==> src/rtl/mc_pkg.sv <==
// Shared types and constants for the multicycle MIPS datapath.
package mc_pkg;

    typedef enum logic [1:0] {
        SRCB_B       = 2'b00,
        SRCB_FOUR    = 2'b01,
        SRCB_IMM     = 2'b10,
        SRCB_IMM_SL2 = 2'b11
    } alusrcb_t;

    typedef enum logic [1:0] {
        PCSRC_ALU    = 2'b00,
        PCSRC_ALUOUT = 2'b01,
        PCSRC_JUMP   = 2'b10,
        PCSRC_HOLD   = 2'b11
    } pcsrc_t;

    typedef enum logic [2:0] {
        ALU_AND = 3'b000,
        ALU_OR  = 3'b001,
        ALU_ADD = 3'b010,
        ALU_SUB = 3'b110,
        ALU_SLT = 3'b111
    } alucontrol_t;

    localparam logic [31:0] MC_RESET_PC = 32'h0000_0000;
    localparam logic [4:0]  JAL_REG     = 5'd31;

endpackage

==> src/rtl/mc_regfile.sv <==
// Register file: two combinational reads, one synchronous write, no bypass.
// Register 0 and any address >= N_REGS read as zero and ignore writes.
module mc_regfile
    import mc_pkg::*;
#(
    parameter int N_REGS = 32
) (
    input  logic        clk,
    input  logic        reset,
    input  logic        we,
    input  logic [4:0]  ra1,
    input  logic [4:0]  ra2,
    input  logic [4:0]  wa,
    input  logic [31:0] wd,
    output logic [31:0] rd1,
    output logic [31:0] rd2
);

    localparam int AW = (N_REGS > 1) ? $clog2(N_REGS) : 1;

    logic [31:0] rf_q [N_REGS];
    logic [31:0] rf_d [N_REGS];

    logic ra1_ok;
    logic ra2_ok;
    logic wa_ok;

    always_comb begin
        ra1_ok = (ra1 != 5'd0) && (32'(ra1) < N_REGS);
        ra2_ok = (ra2 != 5'd0) && (32'(ra2) < N_REGS);
        wa_ok  = (wa != 5'd0) && (32'(wa) < N_REGS);
        rd1 = '0;
        rd2 = '0;
        if (ra1_ok) rd1 = rf_q[ra1[AW-1:0]];
        if (ra2_ok) rd2 = rf_q[ra2[AW-1:0]];
    end

    always_comb begin
        rf_d = rf_q;
        if (we && wa_ok) rf_d[wa[AW-1:0]] = wd;
    end

    always_ff @(posedge clk) begin
        if (reset) rf_q <= '{default: '0};
        else       rf_q <= rf_d;
    end

endmodule

==> src/rtl/mc_datapath.sv <==
// Multicycle MIPS datapath with unified memory port and IR/MDR/A/B/ALUOut.
// Define MC_JAL_EN to widen regdst/memtoreg for the jal link path.
module mc_datapath
    import mc_pkg::*;
#(
    parameter int          N_REGS   = 32,
    parameter logic [31:0] RESET_PC = MC_RESET_PC
) (
    input  logic        clk,
    input  logic        reset,
    input  logic        pcen,
    input  logic        iord,
    input  logic        irwrite,
`ifdef MC_JAL_EN
    input  logic [1:0]  regdst,
    input  logic [1:0]  memtoreg,
`else
    input  logic        regdst,
    input  logic        memtoreg,
`endif
    input  logic        regwrite,
    input  logic        alusrca,
    input  logic [1:0]  alusrcb,
    input  logic [1:0]  pcsrc,
    input  logic [2:0]  alucontrol,
    input  logic        zeroext,
    input  logic [31:0] readdata,
    output logic        zero,
    output logic [5:0]  op,
    output logic [5:0]  funct,
    output logic [31:0] adr,
    output logic [31:0] writedata
);

    logic [31:0] pc_q, pc_d;
    logic [31:0] ir_q, ir_d;
    logic [31:0] mdr_q, mdr_d;
    logic [31:0] a_q, a_d;
    logic [31:0] b_q, b_d;
    logic [31:0] aluout_q, aluout_d;

    logic [4:0]  rs, rt, rd;
    logic [15:0] imm;
    logic [25:0] jaddr;
    logic [31:0] imm_ext;
    logic [31:0] srca, srcb;
    logic [31:0] alu_y;
    logic [31:0] pc_next;
    logic [4:0]  wr_addr;
    logic [31:0] wr_data;
    logic [31:0] rf_rd1, rf_rd2;

    always_comb begin
        rs    = ir_q[25:21];
        rt    = ir_q[20:16];
        rd    = ir_q[15:11];
        imm   = ir_q[15:0];
        jaddr = ir_q[25:0];
        op    = ir_q[31:26];
        funct = ir_q[5:0];
        imm_ext = zeroext ? {16'h0000, imm} : {{16{imm[15]}}, imm};
    end

    always_comb begin
        srca = alusrca ? a_q : pc_q;
        srcb = b_q;
        case (alusrcb_t'(alusrcb))
            SRCB_B:       srcb = b_q;
            SRCB_FOUR:    srcb = 32'd4;
            SRCB_IMM:     srcb = imm_ext;
            SRCB_IMM_SL2: srcb = {imm_ext[29:0], 2'b00};
            default:      srcb = b_q;
        endcase
    end

    always_comb begin
        alu_y = '0;
        case (alucontrol_t'(alucontrol))
            ALU_AND: alu_y = srca & srcb;
            ALU_OR:  alu_y = srca | srcb;
            ALU_ADD: alu_y = srca + srcb;
            ALU_SUB: alu_y = srca - srcb;
            ALU_SLT: alu_y = {31'd0, $signed(srca) < $signed(srcb)};
            default: alu_y = '0;
        endcase
        zero = (alu_y == 32'd0);
    end

    // The jump region bits come from the already-incremented PC.
    always_comb begin
        pc_next = pc_q;
        case (pcsrc_t'(pcsrc))
            PCSRC_ALU:    pc_next = alu_y;
            PCSRC_ALUOUT: pc_next = aluout_q;
            PCSRC_JUMP:   pc_next = {pc_q[31:28], jaddr, 2'b00};
            PCSRC_HOLD:   pc_next = pc_q;
            default:      pc_next = pc_q;
        endcase
    end

    always_comb begin
`ifdef MC_JAL_EN
        case (regdst)
            2'b00:   wr_addr = rt;
            2'b01:   wr_addr = rd;
            2'b10:   wr_addr = JAL_REG;
            default: wr_addr = rt;
        endcase
        case (memtoreg)
            2'b00:   wr_data = aluout_q;
            2'b01:   wr_data = mdr_q;
            2'b10:   wr_data = pc_q;
            default: wr_data = aluout_q;
        endcase
`else
        wr_addr = regdst ? rd : rt;
        wr_data = memtoreg ? mdr_q : aluout_q;
`endif
    end

    mc_regfile #(
        .N_REGS (N_REGS)
    ) u_regfile (
        .clk   (clk),
        .reset (reset),
        .we    (regwrite),
        .ra1   (rs),
        .ra2   (rt),
        .wa    (wr_addr),
        .wd    (wr_data),
        .rd1   (rf_rd1),
        .rd2   (rf_rd2)
    );

    always_comb begin
        pc_d     = pcen ? pc_next : pc_q;
        ir_d     = irwrite ? readdata : ir_q;
        mdr_d    = readdata;
        a_d      = rf_rd1;
        b_d      = rf_rd2;
        aluout_d = alu_y;
    end

    always_ff @(posedge clk) begin
        if (reset) begin
            pc_q     <= RESET_PC;
            ir_q     <= '0;
            mdr_q    <= '0;
            a_q      <= '0;
            b_q      <= '0;
            aluout_q <= '0;
        end else begin
            pc_q     <= pc_d;
            ir_q     <= ir_d;
            mdr_q    <= mdr_d;
            a_q      <= a_d;
            b_q      <= b_d;
            aluout_q <= aluout_d;
        end
    end

    always_comb begin
        adr       = iord ? aluout_q : pc_q;
        writedata = b_q;
    end

endmodule

==> config.mk <==
export PLATFORM = sky130hd
export DESIGN_NAME = mc_datapath
export DESIGN_NICKNAME = d
export VERILOG_FILES = /design/src/rtl/mc_pkg.sv /design/src/rtl/mc_regfile.sv /design/src/rtl/mc_datapath.sv
export SDC_FILE = /design/constraint.sdc
export NUM_CORES = 2
export LEC_CHECK = 0
export BUFFER_PORTS_ARGS = -buffer_cell sky130_fd_sc_hd__buf_2
export CAP_MARGIN = 0
export CORE_MARGIN = 2
export CORE_UTILIZATION = 40
export DETAILED_ROUTE_END_ITERATION = 10
export PLACE_DENSITY_LB_ADDON = 0.15
export SLEW_MARGIN = 20
export SYNTH_ARGS = -nofsm -noshare
export SYNTH_HDL_FRONTEND = slang
export SYNTH_SLANG_ARGS = --single-unit
==> constraint.sdc <==
create_clock -name clk -period 4.5 [get_ports clk]
set_input_delay 0.45 -clock clk [delete_from_list [all_inputs] [get_ports clk]]
set_output_delay 0.45 -clock clk [all_outputs]
set_load 0.01 [all_outputs]
### Yosys cells after proc, flatten, opt, wreduce, memory -nomap -nowiden

Cells that the tools add are included.

| word-level totals | value |
|---|---|
| register bits after elaboration | 1,216 |
| input port bits | 49 |

| cells by class | value |
|---|---|
| reductions and logical operators | 13 |
| add/subtract/negate cells | 2 |
| bitwise logic cells | 9 |
| magnitude comparators | 5 |
| mux-type cells | 17 |
| equal/unequal tests | 10 |

Operator list:

| kind | number |
|---|---|
| $bwmux W1024 | 1 |
| $bmux W32 S5 | 2 |
| $mux W32 | 9 |
| $demux W32 S5 | 1 |
| $pmux W32 S5 | 1 |
| $pmux W32 S4 | 1 |
| $pmux W32 S3 | 1 |
| $add A32 B32 Y32 | 1 |
| $and A32 B32 Y32 | 1 |
| $logic_not A32 Y1 | 1 |
| $lt A32 B32 Y1 | 1 |
| $or A32 B32 Y32 | 1 |
| $sub A32 B32 Y32 | 1 |
| $ge A6 B6 Y1 const B | 3 |
| $not A5 Y6 | 3 |
| $reduce_bool A5 Y1 | 3 |
| $eq A2 B2 Y1 const B | 4 |
| $eq A3 B3 Y1 const B | 2 |
| $lt A6 B1 Y1 const B | 1 |
| $mux W5 | 1 |
| $eq A2 B1 Y1 const B | 2 |
| $logic_not A2 Y1 | 2 |
| $not A1 Y1 | 4 |
| $reduce_or A2 Y1 | 2 |
| other kinds (6) | 7 |

### Depth between registers and ports, before layout

| depth | value |
|---|---|
| depth in word-level cells | 7 |
| depth in mapped cells | 18 |

### Cells and area by module

Synthesis repeated with hierarchy kept, for this count alone.

| unflattened totals | value |
|---|---|
| cell total of the unflattened synthesis | 7,442 |
| area total of the unflattened synthesis | 65,227.6 um^2 |

Modules (own cells, without submodules):

| module | sequential area each (um^2) | area an instance (um^2) | cells each | times used |
|---|---|---|---|---|
| mc_regfile | 20,499.7 | 52,147.5 | 5,859 | 1 |
| mc_datapath | 3,843.7 | 13,080.0 | 1,583 | 1 |

### Least setup slack after synthesis

No wires, ideal clock.

| timing path | value |
|---|---|
| path type | input-to-output |
| from | input alusrcb[1] |
| to | output zero |
| stages on the path | 17 |
| slack | -0.430 ns |
| data arrival time | 4.480 ns |
| path buffers | 2 |
| path through | clkbuf_1 -> clkbuf_1 -> mux2i_1 -> nor2_1 -> ha_1 -> fa_1 -> o21bai_4 -> o2111ai_1 -> a311oi_2 -> a211oi_4 -> o41ai_4 -> a21oi_2 -> or2_1 -> a32o_1 -> nor4_1 -> nand4_1 -> nor3_2 |

| on the way | value |
|---|---|
| word-level cells in the longest chain between the ends | 5 |
| elaborated cells on any way between the ends | 12 |
| those cells by class | add/sub (2); order compare (1); eq/ne (3); mux (2); bitwise (2); reduce/logical (2) |

Ends and longest elaborated chain:

| what | line | source |
|---|---|---|
| start: declaration | mc_datapath.sv:23 | `input logic [1:0] alusrcb,` |
| $eq A2 B2 Y1, or another cell as far along | mc_datapath.sv:67 | `case (alusrcb_t'(alusrcb))` |
| $pmux W32 S4 (*) | mc_datapath.sv:67 |  |
| $sub A32 B32 Y32, or another cell as far along | mc_datapath.sv:82 | `ALU_SUB: alu_y = srca - srcb;` |
| $pmux W32 S5 (*) | mc_datapath.sv:78 | `case (alucontrol_t'(alucontrol))` |
| $logic_not A32 Y1 (*) | mc_datapath.sv:86 | `zero = (alu_y == 32'd0);` |
| end: declaration | mc_datapath.sv:28 | `output logic zero,` |

Mark *: on every way between the ends. The rest lies on a longest branch, timed or not.

### Worst setup path after layout

| timing path | value |
|---|---|
| from | register b_q[15] (netlist: writedata[15]) |
| to | output zero |

| on the way | value |
|---|---|
| word-level cells in the longest chain between the ends | 4 |
| elaborated cells on any way between the ends | 8 |
| those cells by class | add/sub (2); order compare (1); mux (2); bitwise (2); reduce/logical (1) |

Ends and longest elaborated chain:

| what | line | source |
|---|---|---|
| start: declaration | mc_datapath.sv:39 | `logic [31:0] b_q, b_d;` |
| start signal: assignment | mc_datapath.sv:150 | `b_q <= '0;` |
| start signal: assignment | mc_datapath.sv:157 | `b_q <= b_d;` |
| $pmux W32 S4 (*) | mc_datapath.sv:67 |  |
| $sub A32 B32 Y32, or another cell as far along | mc_datapath.sv:82 |  |
| $pmux W32 S5 (*) | mc_datapath.sv:78 |  |
| $logic_not A32 Y1 (*) | mc_datapath.sv:86 |  |

Marks and branches as above.

==> results.rst <==
.. list-table::
   :header-rows: 1

   * - Metric
     - Value
   * - Flops & latches, synth
     - 1216
   * - Failing checks
     - setup timing
   * - Top-level I/O count
     - 126
   * - Clock share of power
     - 0.434
   * - Post-route clock skew
     - 0.0451 ns
   * - Instance count after placement with tap cells included
     - 8231
   * - Part of the power in registers
     - 0.426
   * - Commonest non-fill, non-tap cell in the layout
     - sky130_fd_sc_hd__nor2_1
   * - Post-synthesis adder-cell area fraction
     - 0.0216
   * - Leakage Power
     - 24.8 nW
   * - Area of the die
     - 0.160 mm²
   * - Fraction of synthesis flops using an asynchronous set or reset pin
     - 0
   * - CTS buffer count
     - 137
   * - Maximum fanout along the worst path
     - 7
   * - TritonRoute pass-1 iters
     - 5
   * - Max Root-Sink Buffers
     - 3
   * - H-tree levels
     - 4
   * - Sequential cell area fraction in the yosys report
     - 0.389
   * - Worst relative slew slack
     - 0.199
   * - Proportion of netlist area held by the largest area contributor
     - 0.389
   * - Pin slew with the least headroom to its limit
     - 1.18 ns
   * - Starting DRT DRC Count
     - 5253
   * - CP Capture Point
     - zero
   * - Dominant combinational cell family by area after synthesis
     - multiplexers
   * - Worst Setup SP
     - writedata[15]$_SDFF_PP0_
   * - Row Count
     - 145
   * - Cell area after technology mapping
     - 0.0626 mm²
   * - Clock tree from TritonCTS
     - yes
   * - Root buffer cell
     - sky130_fd_sc_hd__clkbuf_16
   * - List of cells traversed by the critical path
     - mux2i_1 > o21ai_0 > buf_4 > ha_1 > buf_4 > inv_1 > nand4_1 > nor4_1 > o211ai_1 > nand3_1 > o21ai_0 > xnor2_1 > o22ai_2 > a2111oi_4 > buf_4 > nand4_1 > nor3_4 > buf_2
   * - Shortest period the worst path allows
     - 5.20 ns
   * - Syn. warnings
     - 0
   * - Synth Area in Compound Gates
     - 0.189
   * - Number of buffers inserted by port buffering
     - 125
   * - Reg2Reg Launch Point
     - a_q[0]$_SDFF_PP0_
   * - Endpoint of the worst register-to-register path
     - pc_q[30]$_SDFFE_PP0P_
   * - Pre-CTS setup slack
     - -0.803 ns
   * - Internal power summed over all cells
     - 19.0 mW
   * - Aggregate global-route resource usage
     - 0.287
   * - Largest net degree at the start of global routing
     - 214
   * - Clock tree sinks
     - 1216
   * - Mean number of vias per cell
     - 6.11
   * - Final number of max-transition violations
     - 0
   * - Netlist cell types
     - 87
   * - Clock latency on the worst-skew pair
     - 0.80 ns
   * - Critical path's top delay family
     - compound AO/OA/AOI/OAI gates
   * - Sum of routed wire length over all layers
     - 234000 µm
   * - Die Span X
     - 399 µm
   * - CTS clk-pin slew, worst paths
     - 0.06 ns
   * - Number of cell instances on the worst register-to-register path
     - 19
   * - Power after layout
     - 26.2 mW
   * - Placed wire-length estimate after detailed placement
     - 147000 µm
   * - Worst hold path class
     - primary input to flip-flop
   * - Fillcell total
     - 14.5k
   * - F_max
     - 192 MHz
   * - Count of placed standard cells in the final layout, fillers left out
     - 8527
   * - Worst Setup End Kind
     - output pin
   * - Number of global-route vias before repair
     - 49.7k
   * - Simple logic cell fraction of the synthesized area
     - 0.104
   * - Worst Setup Start Kind
     - flip-flop
   * - Design area
     - 0.0739 mm²
   * - Min Hold Slack
     - 0.0969 ns
   * - Share of cell area taken by muxes after synthesis
     - 0.242
   * - Fraction of synthesized cell area in xor and xnor cells
     - 0.00294
   * - Largest voltage drop on the vdd net
     - 293 µV
   * - Synthesized netlist cell count
     - 6232
   * - Average wire per standard cell
     - 27.5 µm
   * - Number of antenna violations at the first check in global routing
     - 9
   * - Sw frac
     - 0.276
   * - Max-capacitance violation count
     - 0
   * - Net count after synthesis
     - 6388
   * - Number of endpoints failing setup at the final stage
     - 1
   * - Ranking of synthesized cells by area
     - sky130_fd_sc_hd__dfxtp_1, sky130_fd_sc_hd__mux4_2, sky130_fd_sc_hd__a211oi_1
   * - Result of the run
     - finished, violations left
   * - Path length in cells of the critical path
     - 18
   * - First-pass GRT wire length
     - 342000 µm
   * - GPL Wtd Cong
     - 0.972
   * - Number of hold violations in the final report
     - 0
   * - Slowest-stage cell, CP
     - sky130_fd_sc_hd__dfxtp_1
   * - Most used cells in the layout excluding fill and tap cells
     - sky130_fd_sc_hd__nor2_1, sky130_fd_sc_hd__dfxtp_1, sky130_fd_sc_hd__a211oi_1
   * - Crit path largest cell delay
     - 0.49 ns
   * - Placed instance area
     - 0.0683 mm²
   * - Primary FF master, synth
     - sky130_fd_sc_hd__dfxtp_1
   * - Post-route DRC
     - 0
   * - P_sw
     - 7.22 mW
   * - Avg Inst Size Synth
     - 10.0 µm²
   * - Initial cell density of the core
     - 0.401
   * - Via count
     - 52.1k
   * - Nets
     - 6520
   * - Number of enable flip-flop cells after synthesis
     - 0
   * - Critical setup path kind
     - flip-flop to output pin
   * - Setup slack of the worst register-to-register path
     - 0.44 ns
   * - Fraction of final layout cells sized beyond drive strength 1
     - 0.257
   * - Most used cell, CP
     - sky130_fd_sc_hd__buf_4
   * - Data required, critical path
     - 4.05 ns
   * - CP arrival
     - 4.75 ns
   * - Power density of the placed cells
     - 354 mW/mm²
   * - RSZ-0062 raised after global routing
     - true
   * - Antenna Nets Post-Route
     - 0
   * - Total congestion overflow
     - 0
   * - Die Span Y
     - 399 µm
   * - Portion of the clock cycle consumed by the worst path in the final layout
     - 1.16
   * - Share of power burned in combinational logic
     - 0.141
   * - Least setup slack across all paths after layout
     - -0.700 ns
   * - Largest area contributor in the synthesized netlist
     - sky130_fd_sc_hd__dfxtp_1
   * - Floorplan Core Area
     - 0.156 mm²
   * - Critical path buffers and inverters
     - 5
   * - Area growth syn-to-layout
     - 18.2%
==> worst min-delay path by stage <==
stage	start	to	slack [ns]	cells after the start
after floorplan	u_regfile.rf_q[1007]$_SDFFE_PP0P_	u_regfile.rf_q[1007]$_SDFFE_PP0P_	0.45	1
after global placement	u_regfile.rf_q[993]$_SDFFE_PP0P_	u_regfile.rf_q[993]$_SDFFE_PP0P_	0.47	1
after detailed placement	u_regfile.rf_q[1005]$_SDFFE_PP0P_	u_regfile.rf_q[1005]$_SDFFE_PP0P_	0.47	1
after CTS	irwrite	ir_q[29]$_SDFFE_PP0P_	0.05	3
after global routing	irwrite	ir_q[29]$_SDFFE_PP0P_	0.09	3
final	irwrite	ir_q[29]$_SDFFE_PP0P_	0.1	3
==> final cells by class <==
type / count / area [µm²] / share of cell area
multi-input combinational: 4185 / 36100 / 0.488
sequential: 1216 / 24400 / 0.330
timing repair buffer: 699 / 5890 / 0.0797
clock buffer: 199 / 3930 / 0.0532
tap: 2058 / 2570 / 0.0348
clock inverter: 43 / 578 / 0.00782
inverter: 125 / 472 / 0.00638
antenna: 2 / 5.00 / 0.0000677
==> cell usage after synthesis (all sizes together) (6+ instances only) <==
| cell type | n |
|---|---|
| dfxtp | 1216 |
| ha | 105 |
| a311oi | 7 |
| nand3b | 6 |
| o31a | 15 |
| nor2 | 1237 |
| a22o | 19 |
| nor3 | 48 |
| or3 | 7 |
| nor2b | 81 |
| mux2i | 287 |
| mux2 | 116 |
| nor4 | 9 |
| nand2b | 14 |
| o211a | 15 |
| inv | 124 |
| and2 | 19 |
| o31ai | 18 |
| o22ai | 64 |
| clkbuf | 581 |
| a221oi | 60 |
| mux4 | 486 |
| a211oi | 1022 |
| a21o | 12 |
| a31oi | 12 |
| a221o | 12 |
| a2111oi | 6 |
| a21oi | 131 |
| o21bai | 10 |
| o211ai | 16 |
| buf | 125 |
| o21ai | 65 |
| xnor2 | 21 |
| or4 | 6 |
| a22oi | 9 |
| o221ai | 39 |
| a211o | 18 |
| nand4 | 15 |
| nand2 | 86 |
| nand3 | 29 |
==> through the flow <==
| step | TNS, ns | util |
|---|---|---|
| CTS | -0.764 | 0.472 |
| floorplan | 0 | - |
| global route | -0.895 | 0.474 |
| detailed placement | -1.50 | 0.439 |
| finish | -0.700 | 0.474 |
| global placement | -1.27 | 0.438 |
==> power groups by stage <==
stage                     registers [mW]  logic (mW)  clock network [mW]
after global placement              11.4        3.46                   0
after global routing                11.2        3.87                12.0
final                               11.1        3.68                11.4
after detailed placement            11.4        3.47                   0
after CTS                           11.1        3.57                11.5
after floorplan                     11.2        2.04                   0
==> layer usage <==
layer / GRT usage / up-vias / wire length, µm
met5: 0 / - / 24
li1: - / 23600 / -
met1: 0.415 / 26100 / 106000
met2: 0.444 / 1984 / 105000
met3: 0.0389 / 373 / 16000
met4: 0.0864 / 4 / 6710
==> state kept, by name, summed over array words and instances, names as in the netlist <==
register / cells
mdr_q: 32
ir_q: 32
u_regfile.rf_q: 1024
a_q: 32
aluout_q: 32
writedata: 32
pc_q: 32
==> kinds of logic (layout without fill, tap and decap cells) <==
group                    count (synthesis)  count (layout)
AO/OA/AOI/OAI                         1594            1594
XOR/XNOR                                21              21
adder cells (fa/ha/maj)                107             107
buffers and inverters                  831            1066
flip-flops                            1216            1216
multiplexers                           889             889
other                                    0               2
AND/OR/NAND/NOR                       1574            1574
==> worst min-delay path: stages <==
cell                      delay, ns
sky130_fd_sc_hd__buf_2         0.19
sky130_fd_sc_hd__mux2i_1       0.14
sky130_fd_sc_hd__nor2_1        0.07
==> repair_timing <==
| item | in CTS | in global routing |
|---|---|---|
| endpoints found under the hold margin | 81 | 0 |
| gates cloned | 0 | 0 |
| setup buffers | 6 | 7 |
| hold buffers | 33 | 0 |
| gates resized for setup | 60 | 42 |
| setup endpoints to repair | 1 | 1 |
| pin swaps | 37 | 45 |
Note: power is estimated with default switching activity, not from simulation.
